<file path="src/rtl/argmax_stream_block_pkg.sv">
// Shared definitions for the streaming argmax block: FSM encoding and
// the size derivations used by the top level and the lane reduction tree.
package argmax_stream_block_pkg;

    typedef enum logic [1:0] {
        ST_IDLE  = 2'd0,
        ST_ACCUM = 2'd1,
        ST_DONE  = 2'd2
    } state_t;

    function automatic int calc_index_width(input int n);
        return (n > 1) ? $clog2(n) : 1;
    endfunction

    function automatic int calc_beats(input int n, input int l);
        return (n + l - 1) / l;
    endfunction

    function automatic int calc_count_width(input int b);
        return (b > 0) ? $clog2(b + 1) : 1;
    endfunction

    function automatic int calc_lane_width(input int l);
        return (l > 1) ? $clog2(l) : 1;
    endfunction

endpackage

</file>
<file path="src/rtl/argmax_stream_block_max_lane_tree.sv">
// Combinational pairwise reduction of one beat to its (max value, lane index).
// Masked lanes never win; on equal values the lower lane index is kept.
module max_lane_tree #(
    parameter int data_size   = 32,
    parameter int lanes       = 2,
    parameter int signed_mode = 1,
    parameter int lane_width  = 1
) (
    input  logic [lanes*data_size-1:0] data,
    input  logic [lanes-1:0]           mask,
    output logic [data_size-1:0]       max_value,
    output logic [lane_width-1:0]      max_lane
);

    localparam int depth  = $clog2(lanes);
    localparam int leaves = 1 << depth;

    function automatic logic greater(input logic [data_size-1:0] a,
                                     input logic [data_size-1:0] b);
        if (signed_mode != 0) return $signed(a) > $signed(b);
        return a > b;
    endfunction

    always_comb begin : reduce
        logic [data_size-1:0]  val [leaves];
        logic [lane_width-1:0] idx [leaves];
        logic [leaves-1:0]     ok;
        ok = '0;
        for (int k = 0; k < leaves; k++) begin
            val[k] = '0;
            idx[k] = '0;
            if (k < lanes) begin
                val[k] = data[k*data_size +: data_size];
                idx[k] = lane_width'(k);
                ok[k]  = mask[k];
            end
        end
        // Each level folds the right partner into the left slot; left lanes are lower.
        for (int step = 1; step < leaves; step = step * 2) begin
            for (int k = 0; k < leaves; k = k + 2 * step) begin
                if (!(ok[k] && (!ok[k+step] || !greater(val[k+step], val[k])))) begin
                    val[k] = val[k+step];
                    idx[k] = idx[k+step];
                    ok[k]  = ok[k+step];
                end
            end
        end
        max_value = val[0];
        max_lane  = idx[0];
    end

endmodule

</file>
<file path="src/rtl/argmax_stream_block.sv">
// Streaming argmax: accepts a vector as lane-parallel beats, tracks the running
// maximum and publishes (value, index) with a one-cycle done pulse.
module argmax_stream_block
    import argmax_stream_block_pkg::*;
#(
    parameter int data_size      = 32,
    parameter int number_of_data = 10,
    parameter int lanes          = 2,
    parameter int signed_mode    = 1
) (
    input  logic                                        clock_i,
    input  logic                                        reset_n_i,
    input  logic                                        start_i,
    input  logic                                        valid_i,
    input  logic [lanes*data_size-1:0]                  data_i,
    output logic                                        ready_o,
    output logic [data_size-1:0]                        data_max_o,
    output logic [calc_index_width(number_of_data)-1:0] index_max_o,
    output logic                                        max_tree_done_o,
    output logic                                        busy_o,
    output state_t                                      state_o
);

    localparam int index_width = calc_index_width(number_of_data);
    localparam int beats       = calc_beats(number_of_data, lanes);
    localparam int count_width = calc_count_width(beats);
    localparam int lane_width  = calc_lane_width(lanes);

    function automatic logic greater(input logic [data_size-1:0] a,
                                     input logic [data_size-1:0] b);
        if (signed_mode != 0) return $signed(a) > $signed(b);
        return a > b;
    endfunction

    state_t                   state;
    logic [count_width-1:0]   beat_cnt;
    logic [data_size-1:0]     run_val;
    logic [index_width-1:0]   run_idx;

    logic [lanes-1:0]         lane_mask;
    logic [data_size-1:0]     beat_val;
    logic [lane_width-1:0]    beat_lane;
    logic [31:0]              beat_index_full;
    logic [index_width-1:0]   beat_index;
    logic                     take_beat;
    logic                     last_beat;
    logic [data_size-1:0]     next_val;
    logic [index_width-1:0]   next_idx;

    // Lanes past the end of the vector only occur in the final beat.
    always_comb begin
        lane_mask = '0;
        for (int k = 0; k < lanes; k++) begin
            lane_mask[k] = (int'(beat_cnt) * lanes + k) < number_of_data;
        end
    end

    max_lane_tree #(
        .data_size  (data_size),
        .lanes      (lanes),
        .signed_mode(signed_mode),
        .lane_width (lane_width)
    ) u_tree (
        .data     (data_i),
        .mask     (lane_mask),
        .max_value(beat_val),
        .max_lane (beat_lane)
    );

    assign beat_index_full = 32'(beat_cnt) * 32'(lanes) + 32'(beat_lane);
    assign beat_index      = beat_index_full[index_width-1:0];

    // Earlier beats hold lower indices, so only a strictly larger beat value replaces.
    assign take_beat = (beat_cnt == '0) || greater(beat_val, run_val);
    assign last_beat = (beat_cnt == count_width'(beats - 1));
    assign next_val  = take_beat ? beat_val   : run_val;
    assign next_idx  = take_beat ? beat_index : run_idx;

    assign ready_o = (state == ST_ACCUM);
    assign busy_o  = (state != ST_IDLE);
    assign state_o = state;

    always_ff @(posedge clock_i or negedge reset_n_i) begin
        if (!reset_n_i) begin
            state           <= ST_IDLE;
            beat_cnt        <= '0;
            run_val         <= '0;
            run_idx         <= '0;
            data_max_o      <= '0;
            index_max_o     <= '0;
            max_tree_done_o <= 1'b0;
        end else begin
            max_tree_done_o <= 1'b0;
            case (state)
                ST_IDLE: begin
                    if (start_i) begin
                        state    <= ST_ACCUM;
                        beat_cnt <= '0;
                    end
                end
                ST_ACCUM: begin
                    if (valid_i) begin
                        run_val <= next_val;
                        run_idx <= next_idx;
                        if (last_beat) begin
                            state           <= ST_DONE;
                            beat_cnt        <= '0;
                            data_max_o      <= next_val;
                            index_max_o     <= next_idx;
                            max_tree_done_o <= 1'b1;
                        end else begin
                            beat_cnt <= beat_cnt + count_width'(1);
                        end
                    end
                end
                ST_DONE: state <= ST_IDLE;
                default: state <= ST_IDLE;
            endcase
        end
    end

endmodule

</file>
<file path="config.mk">
export PLATFORM = sky130hd
export DESIGN_NAME = argmax_stream_block
export DESIGN_NICKNAME = d
export VERILOG_FILES = /design/src/rtl/argmax_stream_block_pkg.sv /design/src/rtl/argmax_stream_block_max_lane_tree.sv /design/src/rtl/argmax_stream_block.sv
export SDC_FILE = /design/constraint.sdc
export NUM_CORES = 1
export LEC_CHECK = 0
export ABC_AREA = 0
export CORE_MARGIN = 5
export CORE_UTILIZATION = 30
export CTS_CLUSTER_DIAMETER = 150
export DETAILED_ROUTE_END_ITERATION = 12
export PLACE_DENSITY = 0.49
export SLEW_MARGIN = 10
export SYNTH_ARGS = -nofsm -noshare
export SYNTH_HDL_FRONTEND = slang
export SYNTH_SLANG_ARGS = --single-unit
</file>
<file path="constraint.sdc">
create_clock -name clock_i -period 12.42 [get_ports clock_i]
set_input_delay 2.484 -clock clock_i [delete_from_list [all_inputs] [get_ports clock_i]]
set_output_delay 2.484 -clock clock_i [all_outputs]
set_load 0.01 [all_outputs]
</file>
==> report_table.html <==
<table>
<tr><th>Metric</th><th>Value</th></tr>
<tr><th colspan="2">Outcome</th></tr>
<tr><td>Result of the run</td><td>completed</td></tr>
<tr><th colspan="2">Global routing</th></tr>
<tr><td>Largest net degree at the start of global routing</td><td>79</td></tr>
<tr><td>Wire length of the first global-routing pass</td><td>27,800 um</td></tr>
<tr><td>Overall overflow remaining after global route</td><td>0</td></tr>
<tr><td>Number of antenna violations at the first check in global routing</td><td>0</td></tr>
<tr><td>Number of global-route vias before repair</td><td>5,336</td></tr>
<tr><td>Global-route usage over all layers</td><td>0.162</td></tr>
<tr><th colspan="2">Floorplan</th></tr>
<tr><td>Die Footprint</td><td>21,100 um2</td></tr>
<tr><td>Rows</td><td>49</td></tr>
<tr><td>Chip width</td><td>145 um</td></tr>
<tr><td># IOs</td><td>109</td></tr>
<tr><td>Starting density of the core</td><td>0.305</td></tr>
<tr><td>Core region area</td><td>18,000 um2</td></tr>
<tr><td>Die outline height</td><td>145 um</td></tr>
<tr><th colspan="2">Critical path</th></tr>
<tr><td>Capturing element type of the critical path</td><td>flop</td></tr>
<tr><td>Biggest fanout along the worst timing path</td><td>66</td></tr>
<tr><td>Endpoint arrival time on the critical path</td><td>9500 ps</td></tr>
<tr><td>R2R depth</td><td>16</td></tr>
<tr><td>Crit Path Class</td><td>in -&gt; reg</td></tr>
<tr><td>Terminus of the critical flop-to-flop path</td><td>data_max_o[29]</td></tr>
<tr><td>Timing startpoint of the critical path</td><td>data_i[46]</td></tr>
<tr><td>Startpoint type of the worst setup path</td><td>input port</td></tr>
<tr><td>R2R Setup Slk</td><td>6600 ps</td></tr>
<tr><td>Required time at the endpoint of the critical path</td><td>12,660 ps</td></tr>
<tr><td>Reg2Reg Launch Point</td><td>beat_cnt[2]</td></tr>
<tr><td>Setup crit end</td><td>data_max_o[29]</td></tr>
<tr><th colspan="2">Routing</th></tr>
<tr><td>Total vias in the final route</td><td>5,021</td></tr>
<tr><td>Detail-routed net length per standard cell</td><td>18.0 um</td></tr>
<tr><td>Detailed-route wire length</td><td>17,100 um</td></tr>
<tr><td>DRC marker count from the first detailed-route iteration</td><td>238</td></tr>
<tr><td>DRC errors left</td><td>0</td></tr>
<tr><td>Pre-antenna DRT Iters</td><td>4</td></tr>
<tr><td>DRT antenna net count</td><td>0</td></tr>
<tr><td>Mean number of vias per cell</td><td>5.27</td></tr>
<tr><th colspan="2">Timing</th></tr>
<tr><td>Setup repair after global routing missed its margin</td><td>false</td></tr>
<tr><td>Final number of hold-violating endpoints</td><td>0</td></tr>
<tr><td>Time the worst path needs with I/O delays and setup</td><td>9260 ps</td></tr>
<tr><td>Setup TNS Final</td><td>0 ps</td></tr>
<tr><td>Setup-violating endpoint count in the final report</td><td>0</td></tr>
<tr><td>Worst-case headroom to the max-slew limit</td><td>0.165</td></tr>
<tr><td>Fin Clk Skew</td><td>9.92 ps</td></tr>
<tr><td>Max Clock Freq</td><td>108 MHz</td></tr>
<tr><td>Fin crit share</td><td>0.746</td></tr>
<tr><td>Worst Tran Pin Value</td><td>1250 ps</td></tr>
<tr><td>Max-slew violation count</td><td>0</td></tr>
<tr><th colspan="2">Final layout</th></tr>
<tr><td>Sequential cell area</td><td>1950 um2</td></tr>
<tr><td>Layout Area Growth over Synthesis</td><td>29.6%</td></tr>
<tr><td>Area taken by multi-input logic gates</td><td>3150 um2</td></tr>
<tr><td>Post-layout net count</td><td>854</td></tr>
<tr><td>Area of all placed cells without fillers</td><td>7130 um2</td></tr>
<tr><td>Number of fillers in the final layout</td><td>1,833</td></tr>
<tr><td>Share of layout cells above drive strength 1</td><td>0.0844</td></tr>
<tr><td>Diodes inserted</td><td>0</td></tr>
<tr><th colspan="2">Placement</th></tr>
<tr><td>Area after DPL</td><td>6780 um2</td></tr>
<tr><td>Placer's final routability congestion estimate</td><td>0.853</td></tr>
<tr><td>Number of port buffers</td><td>108</td></tr>
<tr><td>Detailed placement HPWL</td><td>12,500 um</td></tr>
<tr><th colspan="2">CTS</th></tr>
<tr><td>Clock-pin transition on the worst setup and hold timing paths</td><td>60 ps</td></tr>
<tr><td>TritonCTS sink count</td><td>78</td></tr>
<tr><td>Number of gates resized after CTS</td><td>0</td></tr>
<tr><td>Post-CTS setup buffer count</td><td>0</td></tr>
<tr><td>Clock tree from TritonCTS</td><td>yes</td></tr>
<tr><td>Clock Root Buffer</td><td>clkbuf_16</td></tr>
<tr><td>Maximum buffer depth of the clock tree</td><td>2</td></tr>
<tr><td>CTS H-Tree Depth</td><td>3</td></tr>
<tr><td>Hold bufs inserted after CTS</td><td>0</td></tr>
<tr><td>Clock insertion delay at the later pin of the skew report</td><td>340 ps</td></tr>
<tr><td>Clock buffer count from CTS</td><td>9</td></tr>
<tr><th colspan="2">Synthesis</th></tr>
<tr><td>Synthesized cell area</td><td>5500 um2</td></tr>
<tr><td>Cell types with the highest counts after synthesis</td><td>dfrtp_1 (78), inv_1 (71), o21ai_0 (71)</td></tr>
<tr><td>Post-Syn Instances</td><td>625</td></tr>
<tr><td>Per-instance average area after synthesis</td><td>8.80 um2</td></tr>
<tr><td>Number of synthesized flops with an enable pin</td><td>0</td></tr>
<tr><td>Top FF cell, synth</td><td>dfrtp_1</td></tr>
<tr><td>Fraction of post-synthesis cell area in the top cell type by area</td><td>0.355</td></tr>
<tr><td>Top cells by area, synth</td><td>dfrtp_1 (35%), ha_1 (15%), mux2_2 (6.6%)</td></tr>
<tr><td>Number of synthesized register bits</td><td>78</td></tr>
<tr><td>Async set-reset flop share out of synthesis</td><td>1.00</td></tr>
<tr><td>Warnings from Yosys</td><td>0</td></tr>
<tr><td>Share of the yosys chip area belonging to registers</td><td>0.355</td></tr>
<tr><td>Post-synth top area cell</td><td>dfrtp_1</td></tr>
<tr><td>Most frequent cell after synthesis</td><td>dfrtp_1</td></tr>
<tr><td>Number of nets in the synthesized netlist</td><td>760</td></tr>
<tr><td>Number of distinct library cells after synthesis</td><td>43</td></tr>
<tr><th colspan="2">Flow run</th></tr>
<tr><td>Number of maximum-capacitance violations</td><td>0</td></tr>
<tr><th colspan="2">Hold path</th></tr>
<tr><td>Kind of path behind the tightest hold check</td><td>reg -&gt; reg</td></tr>
<tr><th colspan="2">Power and ir drop</th></tr>
<tr><td>Cell area power density</td><td>240 nW/um2</td></tr>
<tr><td>Lkg Pwr</td><td>3.33 nW</td></tr>
<tr><td>Maximum vdd ir drop</td><td>0.0000762 V</td></tr>
</table>
[registers in the layout, indices dropped and copies added, names as in the netlist]
signal           count
beat_cnt             3
run_idx              4
run_val             32
max_tree_done_o      1
data_max_o          32
state_o              2
index_max_o          4
[worst min path at each step]
stage / start / end / slack, ps / cells after the start
2_1_floorplan: run_idx[1] / run_idx[1] / 450 / 2
3_3_place_gp: index_max_o[3] / index_max_o[3] / 470 / 2
3_5_place_dp: index_max_o[3] / index_max_o[3] / 460 / 2
4_1_cts: index_max_o[3] / index_max_o[3] / 480 / 2
5_1_grt: data_max_o[3] / data_max_o[3] / 520 / 2
6_report: index_max_o[3] / index_max_o[3] / 470 / 2
[layout by cell type (no fill, tap or decap), types with 5 or more instances in the layout]
| master | count |
|---|---|
| nand3_1 | 10 |
| o211ai_1 | 5 |
| nand2_1 | 65 |
| clkbuf_16 | 9 |
| buf_4 | 7 |
| ha_1 | 67 |
| o21ai_0 | 71 |
| nor2_1 | 10 |
| a21o_1 | 33 |
| nand4_1 | 11 |
| mux2_2 | 32 |
| o21ai_1 | 11 |
| inv_1 | 71 |
| dfrtp_1 | 78 |
| clkdlybuf4s50_1 | 107 |
| a211oi_1 | 34 |
| a21oi_1 | 53 |
[cells by family (layout without fill, tap and decap cells)]
family                     after synthesis  after routing  share of synthesized area
AOI/OAI and AO/OA                      228            228                      0.253
and+or+nand+nor                        117            117                     0.0978
DFF                                     78             78                      0.355
muxes                                   32             32                     0.0655
adders and majority gates               67             67                      0.152
buffers and inverters                  103            201                     0.0760
[metal layers]
metal / global-route usage / wire [um] / vias to the layer above
li1: - / - / 2433
met1: 0.210 / 7990 / 2452
met2: 0.267 / 8010 / 115
met3: 0.0327 / 729 / 21
met4: 0.0583 / 373 / 0
met5: 0 / 0 / -
[area by class of cell]
class | count | area share
Clock inverter | 3 | 0.00948
Tap cell | 229 | 0.0402
Multi-Input combinational cell | 444 | 0.442
Inverter | 71 | 0.0374
Timing Repair Buffer | 115 | 0.161
Sequential cell | 78 | 0.274
Clock buffer | 12 | 0.0360
[metrics by stage]
step	instances	setup WS, ps	hold slack, ps	util	total power, W
after detailed placement	936	2830	464	0.376	0.00142
after global routing	952	2850	517	0.395	0.00187
final	952	3160	468	0.395	0.00171
after CTS	951	3180	476	0.394	0.00172
after global placement	936	3000	465	0.376	0.00140
after floorplan	625	5730	450	-	0.00107
[worst max-delay path, stage by stage]
cell and delay [ps]:
clkdlybuf4s50_1 500, ha_1 360, nand4_1 160, nor3b_1 540, a21bo_2 310, o211ai_1 190
a211o_1 1030, and2_2 310, buf_4 550, a21o_1 230, ha_1 240, a21oi_1 160
o21ai_0 100, a221oi_1 230, or3b_1 420, a32o_1 340, nor2_2 580, buf_4 410
a211oi_1 70, o21ai_0 240
[report_power, final]
| group | total [W] | switching (W) | internal [W] |
|---|---|---|---|
| sequential | 0.000456 | 0.0000800 | 0.000376 |
| combinational | 0.000963 | 0.000529 | 0.000435 |
| clock | 0.000295 | 0.000109 | 0.000186 |
| total | 0.00171 | 0.000717 | 0.000997 |
Note: power is estimated with default switching activity, not from simulation.
==> patch 1 (config.mk and constraints unchanged) <==
Change the parameter `number_of_data` from 10 to 20.
--- a/src/rtl/argmax_stream_block.sv
+++ b/src/rtl/argmax_stream_block.sv
@@ -4,7 +4,7 @@
     import argmax_stream_block_pkg::*;
 #(
     parameter int data_size      = 32,
-    parameter int number_of_data = 10,
+    parameter int number_of_data = 20,
     parameter int lanes          = 2,
     parameter int signed_mode    = 1
 ) (
Interface: changed (resized index_max_o); port bits go from 109 to 110. The function was not compared with the original's and may differ.
==> patch 1 against the original RTL <==
Synthesized area up 9.5%; sequential share of layout area decreased by 0.81 points; fmax grew 0.11%; sequential power increased by 4%; via count grew 1.1%; wire length up 3.2%; combinational power grew 11%; final area up 7.0%; final cell count up 4.1%; total power up 7.2%; synthesized cell count grew 0.32%; first-iteration DRC count rose by 42%; worst setup slack better by 10 ps; sequential cell count grew 3; critical path type unchanged; critical endpoint is now run_val[19]$_DFFE_PN0P_; highest routed layer is now met5.
==> patch 1: results <==
# TYPE chip_impl_metric gauge
chip_impl_metric{name="dr.pass1.iters",unit=""} 5
chip_impl_info{name="cpMaxStageDelayCell",value="a211oi_4"} 1
chip_impl_info{name="cts_root_buf",value="clkbuf_16"} 1
chip_impl_metric{name="max_stage_delay",unit="ps"} 670
chip_impl_metric{name="critPathMaxFanout",unit=""} 41
chip_impl_metric{name="number_of_antenna_violations_at_the_first_check_in_global_routing",unit=""} 2
chip_impl_metric{name="fill_cells",unit=""} 1971
chip_impl_metric{name="routed-via-count",unit=""} 5078
chip_impl_metric{name="timing.hold.ws",unit="ps"} 490
chip_impl_metric{name="skew",unit="ps"} 6.53
chip_impl_metric{name="grt_util_all_layers",unit="%"} 16.1
chip_impl_metric{name="via_per_inst",unit=""} 5.12
chip_impl_metric{name="finalCoreUtilization",unit="%"} 38.9
chip_impl_metric{name="r2r_setup_slack",unit="ps"} 6050
chip_impl_metric{name="drt-initial-drc-count",unit=""} 338
chip_impl_metric{name="synthesis.area_per_instance",unit="um2"} 9.60
chip_impl_metric{name="synth.net_count",unit=""} 762
chip_impl_metric{name="num-nets-final",unit=""} 855
chip_impl_metric{name="first_global_vias",unit=""} 5375
chip_impl_info{name="critPathLaunch",value="data_i[31]"} 1
chip_impl_info{name="critical_path.endpoint",value="run_val[19]$_DFFE_PN0P_"} 1
chip_impl_metric{name="worst_ep_arrival_time",unit="ps"} 9480
chip_impl_metric{name="count_of_port_buffers_added_during_placement",unit=""} 109
chip_impl_metric{name="grt_start_max_net_pins",unit=""} 70
chip_impl_info{name="post_synth_main_area_contributors",value="dfrtp_1 (34%), ha_1 (14%), mux2_4 (7.2%)"} 1
chip_impl_metric{name="max_slew_margin",unit="%"} 49.1
chip_impl_metric{name="synth_seq_area_share",unit="%"} 33.7
chip_impl_metric{name="dpl_worst_slack",unit="ps"} 2800
chip_impl_info{name="holdCritStartpoint",value="index_max_o[3]$_DFFE_PN0P_"} 1
chip_impl_metric{name="total_leakage_power",unit="uW"} 0.00354
chip_impl_metric{name="grt_first_pass_wirelength",unit="um"} 28900
chip_impl_metric{name="share_of_layout_cells_above_drive_strength_1",unit="%"} 10.3
chip_impl_metric{name="hpwl",unit="um"} 12900
chip_impl_metric{name="totalWireLength",unit="um"} 17700
chip_impl_metric{name="netlist_cell_types",unit=""} 56
chip_impl_metric{name="placedInstanceArea",unit="um2"} 7300
chip_impl_metric{name="ir_worst_vdd",unit="mV"} 0.136
chip_impl_metric{name="max_clock_freq",unit="MHz"} 108
chip_impl_metric{name="globalplace.congestion",unit=""} 0.792
chip_impl_info{name="status",value="finished, final reports clean"} 1
[patch 1: routing by layer]
layer / routed length, um / vias up / track usage (%)
met4: 303 / 4 / 5.03
met2: 8080 / 140 / 25.9
met5: 31 / - / 0
met1: 8120 / 2472 / 21.5
met3: 1120 / 23 / 3.66
li1: - / 2439 / -
[patch 1: kinds of logic after synthesis]
family,count (synthesis),share of synthesized area (%)
buf+inv,123,8.95
compound gates,145,18.9
mux,68,13.9
flops,81,33.7
fa+ha+maj,67,13.9
simple gates,143,10.6
[patch 1: area by class of cell]
type | count | share of cell area (%)
clock inverter | 4 | 1.00
multi-input combinational | 423 | 45.4
inverter | 88 | 4.33
antenna | 1 | 0.0328
clock buffer | 12 | 3.23
timing repair buffer | 117 | 15.1
sequential | 81 | 26.6
tap | 265 | 4.35
[patch 1: report_power, final]
| part | internal (uW) | switching (uW) |
|---|---|---|
| combinational | 471 | 600 |
| clock | 182 | 112 |
| sequential | 390 | 82.4 |
| total | 1040 | 794 |
==> patch 2 (config.mk and constraints unchanged) <==
Made on the original files. Reset style: synchronous (`reset_n_i`), changed in one clocked block.
--- a/src/rtl/argmax_stream_block.sv
+++ b/src/rtl/argmax_stream_block.sv
@@ -80,7 +80,7 @@
     assign busy_o  = (state != ST_IDLE);
     assign state_o = state;
 
-    always_ff @(posedge clock_i or negedge reset_n_i) begin
+    always_ff @(posedge clock_i) begin
         if (!reset_n_i) begin
             state           <= ST_IDLE;
             beat_cnt        <= '0;
Formal check against the unedited RTL: differs if reset_n_i is asserted again (counterexample within 4 cycles, from zero or initial values and one cycle with reset_n_i low); with reset_n_i held inactive, the same outputs for 4 cycles.
==> patch 2 against the original RTL <==
Clock skew decreased by 1.9 ps; final area decreased by 5.5%; highest routed layer unchanged; global-route usage increased by 0.28 points; core utilization decreased by 0.31 points; synthesized area decreased by 5.0%; non-clock buffer count decreased by 1; wire length decreased by 3.7%; sequential cell count unchanged; critical path depth unchanged; die area decreased by 4.7%; worst hold slack improved by 14 ps; worst setup slack improved by 230 ps; fmax increased by 2.6%.
Power is not compared: it rests on default switching activity, and its combinational part moved more than twofold at a synthesized area within 25%.
==> patch 2: results <==
# TYPE chip_impl_metric gauge
chip_impl_info{name="status",value="finished, final reports clean"} 1
chip_impl_metric{name="synth-adder-area-share",unit="%"} 16.0
chip_impl_metric{name="skew",unit="ps"} 7.97
chip_impl_metric{name="netlist_cell_types",unit=""} 53
chip_impl_info{name="post_synth_main_area_contributors",value="dfxtp_1 (30%), ha_1 (16%), nand3_1 (7.5%)"} 1
chip_impl_metric{name="placedInstanceArea",unit="um2"} 6480
chip_impl_metric{name="globalplace.congestion",unit=""} 0.809
chip_impl_metric{name="synth.mux.area_fraction",unit="%"} 6.35
chip_impl_info{name="yosys_most_used_dff",value="dfxtp_1"} 1
chip_impl_metric{name="first_global_vias",unit=""} 4984
chip_impl_metric{name="grt_first_pass_wirelength",unit="um"} 26400
chip_impl_metric{name="grt_start_max_net_pins",unit=""} 77
chip_impl_metric{name="synth.net_count",unit=""} 751
chip_impl_metric{name="totalWireLength",unit="um"} 16500
chip_impl_metric{name="worst_ep_arrival_time",unit="ps"} 9220
chip_impl_metric{name="synth_seq_area_share",unit="%"} 29.9
chip_impl_metric{name="num-nets-final",unit=""} 841
chip_impl_metric{name="drt-initial-drc-count",unit=""} 213
chip_impl_info{name="holdCritStartpoint",value="run_idx[2]$_SDFFE_PN0P_"} 1
chip_impl_metric{name="tightest_slew",unit="ps"} 975
chip_impl_metric{name="critPathMaxFanout",unit=""} 20
chip_impl_metric{name="hpwl",unit="um"} 12300
chip_impl_info{name="synth_top_cells_by_count",value="inv_1 (103), dfxtp_1 (78), nand3_1 (78), ha_1 (67), mux2i_1 (32)"} 1
chip_impl_metric{name="share_of_layout_cells_above_drive_strength_1",unit="%"} 4.50
chip_impl_metric{name="via_per_inst",unit=""} 5.24
chip_impl_metric{name="synthArstFlopShare",unit="%"} 0
chip_impl_metric{name="area_fraction_in_compound_gates_after_synthesis",unit="%"} 21.3
chip_impl_info{name="critPathLaunch",value="data_i[31]"} 1
## patch 2: power by group
part | total, uW | switching (uW) | internal (uW)
clock | 238 | 96.7 | 141
combinational | 203 | 118 | 85.4
sequential | 274 | 10.7 | 264
## patch 2: kinds of logic after synthesis
logic type | after synthesis
compound gates | 147
fa+ha+maj | 67
buf+inv | 138
flops | 78
mux | 33
simple gates | 153
## patch 2: metal layers
metal | global-route usage (%) | part of all wire [%] | vias up
li1 | - | - | 2447
met5 | 0 | 0 | -
met4 | 5.61 | 1.2 | 0
met2 | 27.4 | 48 | 99
met1 | 21.7 | 46 | 2344
met3 | 2.72 | 4.6 | 14
## patch 2: area by class of cell
| cell class | instances | area, um2 |
|---|---|---|
| Fill cell | 1744 | 10400 |
| Multi-Input combinational cell | 400 | 3130 |
| Inverter | 103 | 387 |
| Clock buffer | 15 | 258 |
| Timing Repair Buffer | 114 | 1120 |
| Tap cell | 225 | 282 |
| Clock inverter | 1 | 5.00 |
| Sequential cell | 78 | 1560 |
## patch 2: final timing paths
| path | to | slack, ps |
|---|---|---|
| max | data_max_o[20]$_SDFFE_PN0P_ | 3390 |
| min | run_idx[2]$_SDFFE_PN0P_ | 480 |
| max reg2reg | data_max_o[20]$_SDFFE_PN0P_ | 6020 |
| min reg2reg | run_idx[2]$_SDFFE_PN0P_ | 480 |
## patch 2: stage by stage
stage                     hold slack (ps)  cells  total power (uW)
after CTS                             479    936               724
after global placement                464    920               479
after floorplan                       448    616               414
after detailed placement              468    920               483
after global routing                  499    936               761
final                                 482    936               715
## patch 2: worst max-delay path: cells and delay by family
| family | cells | cell delay (ps) |
|---|---|---|
| AOI/OAI and AO/OA | 4 | 1700 |
| adders and majority gates | 2 | 620 |
| buffers and inverters | 5 | 1500 |
| muxes | 1 | 490 |
| and+or+nand+nor | 8 | 2390 |
